[src/rtl/md_iter_unit.sv]
// Iterative HI/LO multiply/divide unit: radix-2 shift-add MUL/MADD/MSUB and restoring DIV.
// Latency XLEN+2 edges from accept to done; busy stalls new requests, flush aborts without commit.
module md_iter_unit #(
    parameter int XLEN = 32
) (
    input  logic            clk,
    input  logic            rst_n,
    input  logic            start,
    input  logic [2:0]      op,
    input  logic            is_sign,
    input  logic [XLEN-1:0] a,
    input  logic [XLEN-1:0] b,
    input  logic            flush,
    output logic            busy,
    output logic            done,
    output logic [XLEN-1:0] o_hi,
    output logic [XLEN-1:0] o_lo
);
    localparam int            CW   = $clog2(XLEN);
    localparam logic [CW-1:0] LAST = CW'(XLEN - 1);

    localparam logic [2:0] OP_MTHI = 3'd1;
    localparam logic [2:0] OP_MTLO = 3'd2;
    localparam logic [2:0] OP_MUL  = 3'd3;
    localparam logic [2:0] OP_DIV  = 3'd4;
    localparam logic [2:0] OP_MADD = 3'd5;
    localparam logic [2:0] OP_MSUB = 3'd6;

    typedef enum logic [1:0] {S_IDLE, S_CALC, S_FIX} state_t;

    state_t              state_q, state_d;
    logic [CW-1:0]       cnt_q;
    logic [2:0]          op_q;
    logic [XLEN-1:0]     mcand_q;
    logic [2*XLEN-1:0]   acc_q;
    logic                neg_q, neg_rem_q, div0_q;
    logic [XLEN-1:0]     a_q;
    logic [XLEN-1:0]     hi_q, lo_q;
    logic                done_q;

    logic                is_md_op;
    logic [XLEN-1:0]     a_mag, b_mag;
    logic [XLEN:0]       mul_sum;
    logic [XLEN:0]       div_sh;
    logic [XLEN+1:0]     div_diff;
    logic [2*XLEN-1:0]   acc_next;
    logic [2*XLEN-1:0]   prod, hilo, res;
    logic [XLEN-1:0]     quot, rem, fix_hi, fix_lo;

    assign is_md_op = (op == OP_MUL) || (op == OP_DIV) || (op == OP_MADD) || (op == OP_MSUB);
    assign a_mag    = (is_sign && a[XLEN-1]) ? -a : a;
    assign b_mag    = (is_sign && b[XLEN-1]) ? -b : b;

    always_ff @(posedge clk or negedge rst_n) begin
        if (!rst_n) state_q <= S_IDLE;
        else        state_q <= state_d;
    end

    always_comb begin
        state_d = state_q;
        case (state_q)
            S_IDLE:  if (start && is_md_op) state_d = S_CALC;
            S_CALC:  if (flush) state_d = S_IDLE;
                     else if (cnt_q == LAST) state_d = S_FIX;
            S_FIX:   state_d = S_IDLE;
            default: state_d = S_IDLE;
        endcase
    end

    always_comb begin
        busy = (state_q != S_IDLE);
        done = done_q;
        o_hi = hi_q;
        o_lo = lo_q;
    end

    // One radix-2 step: multiplier consumed from acc LSB; dividend shifted out of acc low half.
    always_comb begin
        mul_sum  = {1'b0, acc_q[2*XLEN-1:XLEN]} + (acc_q[0] ? {1'b0, mcand_q} : '0);
        div_sh   = {acc_q[2*XLEN-1:XLEN], acc_q[XLEN-1]};
        div_diff = {1'b0, div_sh} - {2'b00, mcand_q};
        acc_next = {mul_sum, acc_q[XLEN-1:1]};
        if (op_q == OP_DIV) begin
            if (div_diff[XLEN+1]) acc_next = {div_sh[XLEN-1:0], acc_q[XLEN-2:0], 1'b0};
            else                  acc_next = {div_diff[XLEN-1:0], acc_q[XLEN-2:0], 1'b1};
        end
    end

    always_comb begin
        prod   = neg_q ? -acc_q : acc_q;
        hilo   = {hi_q, lo_q};
        quot   = neg_q ? -acc_q[XLEN-1:0] : acc_q[XLEN-1:0];
        rem    = neg_rem_q ? -acc_q[2*XLEN-1:XLEN] : acc_q[2*XLEN-1:XLEN];
        res    = prod;
        case (op_q)
            OP_MADD: res = hilo + prod;
            OP_MSUB: res = hilo - prod;
            default: res = prod;
        endcase
        fix_hi = res[2*XLEN-1:XLEN];
        fix_lo = res[XLEN-1:0];
        if (op_q == OP_DIV) begin
            fix_hi = div0_q ? a_q : rem;
            fix_lo = div0_q ? '1 : quot;
        end
    end

    always_ff @(posedge clk or negedge rst_n) begin
        if (!rst_n) begin
            cnt_q     <= '0;
            op_q      <= '0;
            mcand_q   <= '0;
            acc_q     <= '0;
            neg_q     <= 1'b0;
            neg_rem_q <= 1'b0;
            div0_q    <= 1'b0;
            a_q       <= '0;
            hi_q      <= '0;
            lo_q      <= '0;
            done_q    <= 1'b0;
        end else begin
            done_q <= 1'b0;
            if (state_q == S_IDLE) begin
                if (start) begin
                    case (op)
                        OP_MTHI: hi_q <= a;
                        OP_MTLO: lo_q <= a;
                        OP_MUL, OP_DIV, OP_MADD, OP_MSUB: begin
                            op_q      <= op;
                            cnt_q     <= '0;
                            a_q       <= a;
                            div0_q    <= (b == '0);
                            neg_q     <= is_sign && (a[XLEN-1] ^ b[XLEN-1]);
                            neg_rem_q <= is_sign && a[XLEN-1];
                            mcand_q   <= (op == OP_DIV) ? b_mag : a_mag;
                            acc_q     <= {{XLEN{1'b0}}, (op == OP_DIV) ? a_mag : b_mag};
                        end
                        default: ;
                    endcase
                end
            end else if (flush) begin
                cnt_q <= '0;
            end else if (state_q == S_CALC) begin
                acc_q <= acc_next;
                cnt_q <= (cnt_q == LAST) ? '0 : cnt_q + 1'b1;
            end else begin
                hi_q   <= fix_hi;
                lo_q   <= fix_lo;
                done_q <= 1'b1;
            end
        end
    end
endmodule

[config.mk]
export PLATFORM = sky130hd
export DESIGN_NAME = md_iter_unit
export DESIGN_NICKNAME = d
export VERILOG_FILES = /design/src/rtl/md_iter_unit.sv
export SDC_FILE = /design/constraint.sdc
export NUM_CORES = 1
export LEC_CHECK = 0
export BUFFER_PORTS_ARGS = -buffer_cell sky130_fd_sc_hd__buf_2
export CORE_AREA = 2 2 203 205
export DETAILED_ROUTE_END_ITERATION = 6
export DIE_AREA = 0 0 205 207
export PLACE_DENSITY = 0.82
export SLEW_MARGIN = 15
export SYNTH_ARGS = -nofsm -noshare
export SYNTH_HDL_FRONTEND = slang
export SYNTH_SLANG_ARGS = --single-unit
export TNS_END_PERCENT = 50
[constraint.sdc]
create_clock -name clk -period 6.93 [get_ports clk]
set_input_delay 1.0395 -clock clk [delete_from_list [all_inputs] [get_ports clk]]
set_output_delay 1.0395 -clock clk [all_outputs]
set_load 0.02 [all_outputs]
==> results_dict.tcl, run 1 <==
set metrics [dict create \
    status "complete, but fails checks" \
    violations "design-rule violations" \
    cp-start-kind "register" \
    slowest_stage "or4_1" \
    initial_core_util_pct 57.3 \
    yosysUniqueCellTypes 91 \
    yosys_register_bits 206 \
    yosys_warnings 0 \
    cts_tree "built" \
    synthCells 3142 \
    post-route-min-period_ns 6.65 \
    dp_cells 3685 \
    grt_pass1_wl_um 134000 \
    grt_usage_pct 40.6 \
    final_layout_size_suffix_gt1_share_pct 11.6 \
    cpLargestDelayFamily "compound AO/OA/AOI/OAI gates" \
    whs_ns 0.486 \
    ctsHtreeMaxLevel 1 \
    grt_pass1_vias 22929 \
    final.period_utilization_pct 96.0 \
    async_reset_ff_share_pct 100 \
    cts_buffers 26 \
    slew_viol_final 0 \
    p_seq_share_pct 16.5 \
    fmax_mhz 150 \
    cp-end-kind "register" \
    p_sw_share_pct 53.9 \
    drv_cap 0 \
    wirelength_um 88900 \
    layout_common_cells "358 x a21oi_1, 354 x nand2_1, 281 x nor2_1" \
    wl_per_cell_um 23.8 \
    antenna_found_initial 1 \
    cp_cell_sequence "or4_4, or4_1, or3_1, a2111o_1, a221oi_4, nand3_2, buf_4, nor2_2, a21oi_1, xor2_1, ha_1, a21oi_1, o21ai_0, a211oi_1, o211ai_1, a221oi_1, o211ai_1, a21oi_1, o211a_1, xnor2_1, o21ai_0, o211ai_1" \
    finalNetCount 3394 \
    hold_path.class "register to register" \
    io_pins 138 \
    drt-initial-drc-count 3271 \
    max_stage_delay_ns 0.59 \
    synth_flop_cell "dfrtp_1" \
    synth_area_um2 23100 \
    gr-total-overflow 0 \
    synth-edff-count 0 \
    cp.required_ns 7.35 \
    power.net_switching_mw 7.63 \
    crit_buf_inv 1 \
    hold_viol 0 \
    drc_errors 1 \
    dpl.hpwl_um 66200 \
    ys_seq_area_share_pct 22.3 \
    synth_area_per_cell_um2 7.36 \
    insertion_delay_ns 0.57 \
    fp.dieW_um 205 \
    grt_max_degree 86 \
    synth_fp_nets 3351 \
    crit_fanout 7 \
    gp_congestion 1.04 \
    cellPowerDensity_nw_per_um2 557 \
    final.setup_skew_ns 0.0146 \
    mostFrequentLayoutCell "a21oi_1" \
    intPower_mw 6.52 \
    vdd_drop_max_mv 0.215 \
    numClockSinks 206 \
    io_buffers 137 \
    synthToLayoutAreaGrowth_pct 9.85 \
    p_comb_share_pct 72.7 \
    slew_headroom_pct 22.4 \
    cp.arrival_ns 7.07 \
    core-area_um2 40400 \
    num_vias 25333 \
    dr.pass1.iters 7 \
    dieHeight_um 207 \
    p_clk_share_pct 10.8 \
    drt.antenna.violating_nets 0 \
    die_area_um2 42400 \
    hold_buffers 0 \
    cts_root_buffer "clkbuf_16" \
    clk_pin_slew_worst_paths_ns 0.06 \
    setup_violations 0 \
    via_per_inst 6.78 \
    worst_slew_pin_slew_ns 1.16 \
    ctsLongestPathBuffers 3 \
    crit_type "register to register" \
    fp-row-count 74 \
    power_mw 14.2 \
    p_leak_nw 11.1 \
    final_cell_count_no_fill 3739 \
]
-- synthesized netlist by cell type (all sizes together) (36+ instances only) --
cell	n	area, um2
a21o	64	480
a21oi	358	1790
a221oi	46	409
clkbuf	188	706
dfrtp	206	5150
ha	134	1680
inv	95	357
mux2	37	417
nand2	355	1330
nand3	68	345
nor2	284	1070
nor3	80	400
o21ai	268	1340
o31ai	36	289
xnor2	152	1330
xor2	163	1440
-- path summary, 6_finish.rpt --
check / cells after the start / to / slack, ns / start
max in group asynchronous: 2 / div0_q / 4.92 / rst_n
min reg2reg: 2 / mcand_q[10] / 0.49 / mcand_q[10]
min: 2 / mcand_q[10] / 0.49 / mcand_q[10]
min in group asynchronous: 1 / o_lo[14] / 0.55 / rst_n
max: 22 / o_hi[26] / 0.28 / acc_q[5]
max reg2reg: 22 / o_hi[26] / 0.28 / acc_q[5]
-- flip-flops by register name (all words and copies together), names as in the netlist --
| name | flops |
|---|---|
| acc_q | 64 |
| a_q | 32 |
| mcand_q | 32 |
| o_hi | 32 |
| o_lo | 32 |
| cnt_q | 5 |
| op_q | 3 |
| state_q | 2 |
| div0_q | 1 |
| done | 1 |
| neg_q | 1 |
| neg_rem_q | 1 |
-- worst register-to-register path, stage by stage, from the launching register on --
cell and delay (ns):
dfrtp_1 0.38, or4_4 0.56, or4_1 0.59, or3_1 0.37, a2111o_1 0.47, a221oi_4 0.41
nand3_2 0.19, buf_4 0.21, nor2_2 0.22, a21oi_1 0.13, xor2_1 0.16, ha_1 0.38
a21oi_1 0.22, o21ai_0 0.15, a211oi_1 0.33, o211ai_1 0.15, a221oi_1 0.49, o211ai_1 0.18
a21oi_1 0.28, o211a_1 0.27, xnor2_1 0.09, o21ai_0 0.15, o211ai_1 0.11
-- layer usage --
layer / up-vias / routed length (um) / global-route usage, % / share of wire [%]
met4: 0 / 6070 / 23.6 / 6.8
met5: - / 0 / 0 / 0
met2: 1653 / 36300 / 57.7 / 41
met1: 11913 / 35900 / 56.5 / 40
li1: 11488 / - / - / -
met3: 279 / 10600 / 8.50 / 12
-- power groups by stage --
stage	sequential (mW)	combinational, mW	clock (mW)
final	2.34	10.3	1.52
after global routing	2.39	11.1	1.58
after CTS	2.30	9.95	1.53
after detailed placement	2.31	9.87	0
after global placement	2.30	9.72	0
after floorplan	2.12	7.32	0
-- repair_timing --
item | in CTS | in global routing
endpoints found under the setup margin | 0 | 24
resized for setup | 0 | 12
buffers inserted | 0 | 4
-- final cells by class --
class / instances / area [um2]
diodes: 3 / 7.51
clock buffers: 31 / 691
inverters: 96 / 360
fillers: 3639 / 15000
well taps: 532 / 666
repair buffers: 233 / 1420
clock inverters: 16 / 233
multi-input cells: 2622 / 16900
flip-flops and latches: 206 / 5160
-- stage by stage --
step                      utilization, %  cell area, um2  setup TNS [ns]  setup WS [ns]
after floorplan                        -           23100               0          0.415
after global placement              60.4           24400               0          0.177
after detailed placement            60.4           24400               0         0.0970
after CTS                           62.6           25300               0         0.0573
after global routing                62.9           25400        -0.00454       -0.00454
final                               62.9           25400               0          0.277
-- kinds of logic after synthesis --
family	synth area share [%]
XOR/XNOR	12.1
flip-flops	22.3
adder cells (fa/ha/maj)	7.51
buffers and inverters	5.25
AND/OR/NAND/NOR	21.6
multiplexers	2.89
AO/OA/AOI/OAI	28.3
Power figures use the tool's default switching activity.
==> inputs of run 2 (changes only) <==
--- a/config.mk
+++ b/config.mk
@@ -5,11 +5,13 @@
 export SDC_FILE = /design/constraint.sdc
 export NUM_CORES = 1
 export LEC_CHECK = 0
+export ABC_AREA = 1
 export BUFFER_PORTS_ARGS = -buffer_cell sky130_fd_sc_hd__buf_2
-export CORE_AREA = 2 2 203 205
+export CORE_AREA = 8 8 217 219
 export DETAILED_ROUTE_END_ITERATION = 6
-export DIE_AREA = 0 0 205 207
-export PLACE_DENSITY = 0.82
+export DIE_AREA = 0 0 225 227
+export PLACE_DENSITY = 0.81
+export SKIP_LAST_GASP = 1
 export SLEW_MARGIN = 15
 export SYNTH_ARGS = -nofsm -noshare
 export SYNTH_HDL_FRONTEND = slang
==> run 2 against run 1 <==
Compared with the run above: the run still ends with design-rule violations left; area after synthesis increased by 7.6%; non-clock buffer count decreased by 66; register-to-register slack improved by 0.14 ns; critical path type unchanged.
==> results_dict.tcl, run 2 <==
set metrics [dict create \
    setup_violations 0 \
    cp-end-kind "register" \
    cellPowerDensity_nw_per_um2 594 \
    power_mw 16.0 \
    met1Wirelength_um 42400 \
    layout_common_cells "922 x nand2_1, 572 x nor2_1, 469 x inv_1" \
    yosys_register_bits 206 \
    dp_cells 4696 \
    num_vias 29723 \
    drc_errors 1 \
    grt_pass1_wl_um 165000 \
    synthTopCellsByArea "dfrtp_1 21%, nand2_1 14%, nor2_1 8.7%, o21ai_0 7.4%, inv_1 7.1%" \
    slowest_stage "nor3_1" \
    fmax_mhz 153 \
    ctsHtreeMaxLevel 1 \
    p_leak_nw 13.0 \
    wl_per_cell_um 23.3 \
    hold_viol 0 \
    fp-row-count 77 \
    slew_viol_final 0 \
    worstSetupEndpoint "o_hi[24]" \
    core-area_um2 43600 \
    synthCells 4078 \
    wl_met3_um 13200 \
    final.setup.worst_slack_ns 0.415 \
    synth_top_area_cell "dfrtp_1" \
    crit_fanout 25 \
    hold_buffers 0 \
    grt_pass1_vias 27348 \
    drt-initial-drc-count 4116 \
    post-route-min-period_ns 6.52 \
    final_layout_size_suffix_gt1_share_pct 7.77 \
    mostFrequentLayoutCell "nand2_1" \
    startpoint "neg_q" \
    synth-edff-count 0 \
    final_util_pct 61.9 \
    cp.required_ns 7.37 \
    post_cts_buffers 0 \
    crit_type "register to register" \
    largest_reg_flops 64 \
    cp-start-kind "register" \
    synth_area_per_cell_um2 6.10 \
    stdcell_area_um2 27000 \
    reg2reg_depth 30 \
    gp_congestion 1.07 \
    dieHeight_um 227 \
    dp_slack_ns 0.783 \
    drt.antenna.violating_nets 0 \
    worst_slew_pin_slew_ns 1.14 \
    dpl.hpwl_um 88200 \
    initial_core_util_pct 57.0 \
    insertion_delay_ns 0.59 \
    violations "design-rule violations" \
    r2r-end "o_hi[24]" \
    cp.arrival_ns 6.95 \
    drv_cap 0 \
    synth_flop_cell "dfrtp_1" \
    io_buffers 137 \
    die_area_um2 51100 \
    synth_area_um2 24900 \
    vdd_drop_max_mv 0.305 \
    dr.pass1.iters 7 \
    yosys.area.top_type_share_pct 20.7 \
    top_layer_used "met4" \
    postCtsResizedCells 0 \
    numClockSinks 206 \
    fp.dieW_um 225 \
    grt_usage_pct 42.0 \
    rsz0062_at_grt "false" \
    final.period_utilization_pct 94.0 \
    antenna_found_initial 1 \
    final.setup_skew_ns 0.0201 \
    whs_ns 0.351 \
    place_area_um2 26000 \
    cts_tree "built" \
    synth_fp_nets 4287 \
    synth.most_common_cell "nand2_1" \
    slew_headroom_pct 24.1 \
    setup_tns_ns 0 \
    yosysUniqueCellTypes 59 \
    synthToLayoutAreaGrowth_pct 8.63 \
    finalNetCount 4343 \
    r2r_start "neg_q" \
    hold_path.class "input port to asynchronous set/reset pin" \
    yosys_warnings 0 \
    ys_seq_area_share_pct 20.7 \
    cts_root_buffer "clkbuf_16" \
    final_cell_count_no_fill 4748 \
    clk_pin_slew_worst_paths_ns 0.06 \
    wirelength_um 111000 \
    ctsLongestPathBuffers 3 \
    via_per_inst 6.26 \
    regMostFlops "acc_q" \
    io_pins 138 \
    max_stage_delay_ns 0.72 \
    grt_max_degree 149 \
    async_reset_ff_share_pct 100 \
    r2r_slack_ns 0.41 \
    gr-total-overflow 0 \
    status "complete, but fails checks" \
    dr_wl_met2_um 46400 \
    netlist_top_cells_count "922 x nand2_1, 575 x nor2_1, 470 x inv_1, 369 x o21ai_0, 309 x a21oi_1" \
    cts_buffers 28 \
]
run 2: cell count changes after synthesis, sizes merged, moves of 41 or more:
cell	delta
a21o	-49
a31oi	+41
inv	+394
clkbuf	-69
a221oi	-45
xnor2	-103
nand3	+130
nand2	+588
a21oi	-48
nor2	+317
o21ai	+120
run 2: metal layers:
layer	global-route usage, %	vias to the layer above
met4	28.4	0
met5	0	-
met3	9.49	373
met1	53.8	13640
met2	63.0	2002
li1	-	13708
run 2: area by class of cell:
class | count | area, um2
inverters | 495 | 1860
well taps | 592 | 741
repair buffers | 167 | 933
multi-input cells | 3236 | 17300
clock inverters | 12 | 199
flip-flops and latches | 206 | 5160
clock buffers | 39 | 792
diodes | 1 | 2.50
fillers | 4409 | 16600
run 2: worst min path at each step:
stage                        from           to  slack [ns]  depth (start not counted)
after detailed placement  a_q[15]      a_q[15]        0.47                          2
after global placement    a_q[15]      a_q[15]        0.46                          2
after CTS                   rst_n  mcand_q[18]        0.39                          1
after global routing        rst_n  mcand_q[22]        0.41                          1
after floorplan           a_q[12]      a_q[12]        0.45                          2
final                       rst_n  mcand_q[18]        0.35                          1
run 2: kinds of logic (layout without fill, tap and decap cells):
kind of cell	Yosys count	count (layout)	share of synthesized area [%]
xor+xnor	206	206	7.29
flops	206	206	20.7
compound gates	1013	1013	23.4
other cells	0	1	0
simple gates	1880	1880	31.8
fa+ha+maj	137	137	6.99
buf+inv	636	713	9.73
run 2: where the power goes:
group | switching, mW | internal, mW | total, mW
Clock | 0.627 | 0.980 | 1.61
Combinational | 8.27 | 3.76 | 12.0
Sequential | 0.755 | 1.66 | 2.41
Total | 9.65 | 6.40 | 16.0
run 2: worst max-delay path, delay by kind of cell, from the launching register on:
| family | cells | cell delay [ns] |
|---|---|---|
| simple gates | 18 | 3.12 |
| compound gates | 6 | 1.22 |
| buf+inv | 4 | 0.75 |
| flops | 1 | 0.66 |
| fa+ha+maj | 1 | 0.42 |
| xor+xnor | 1 | 0.19 |
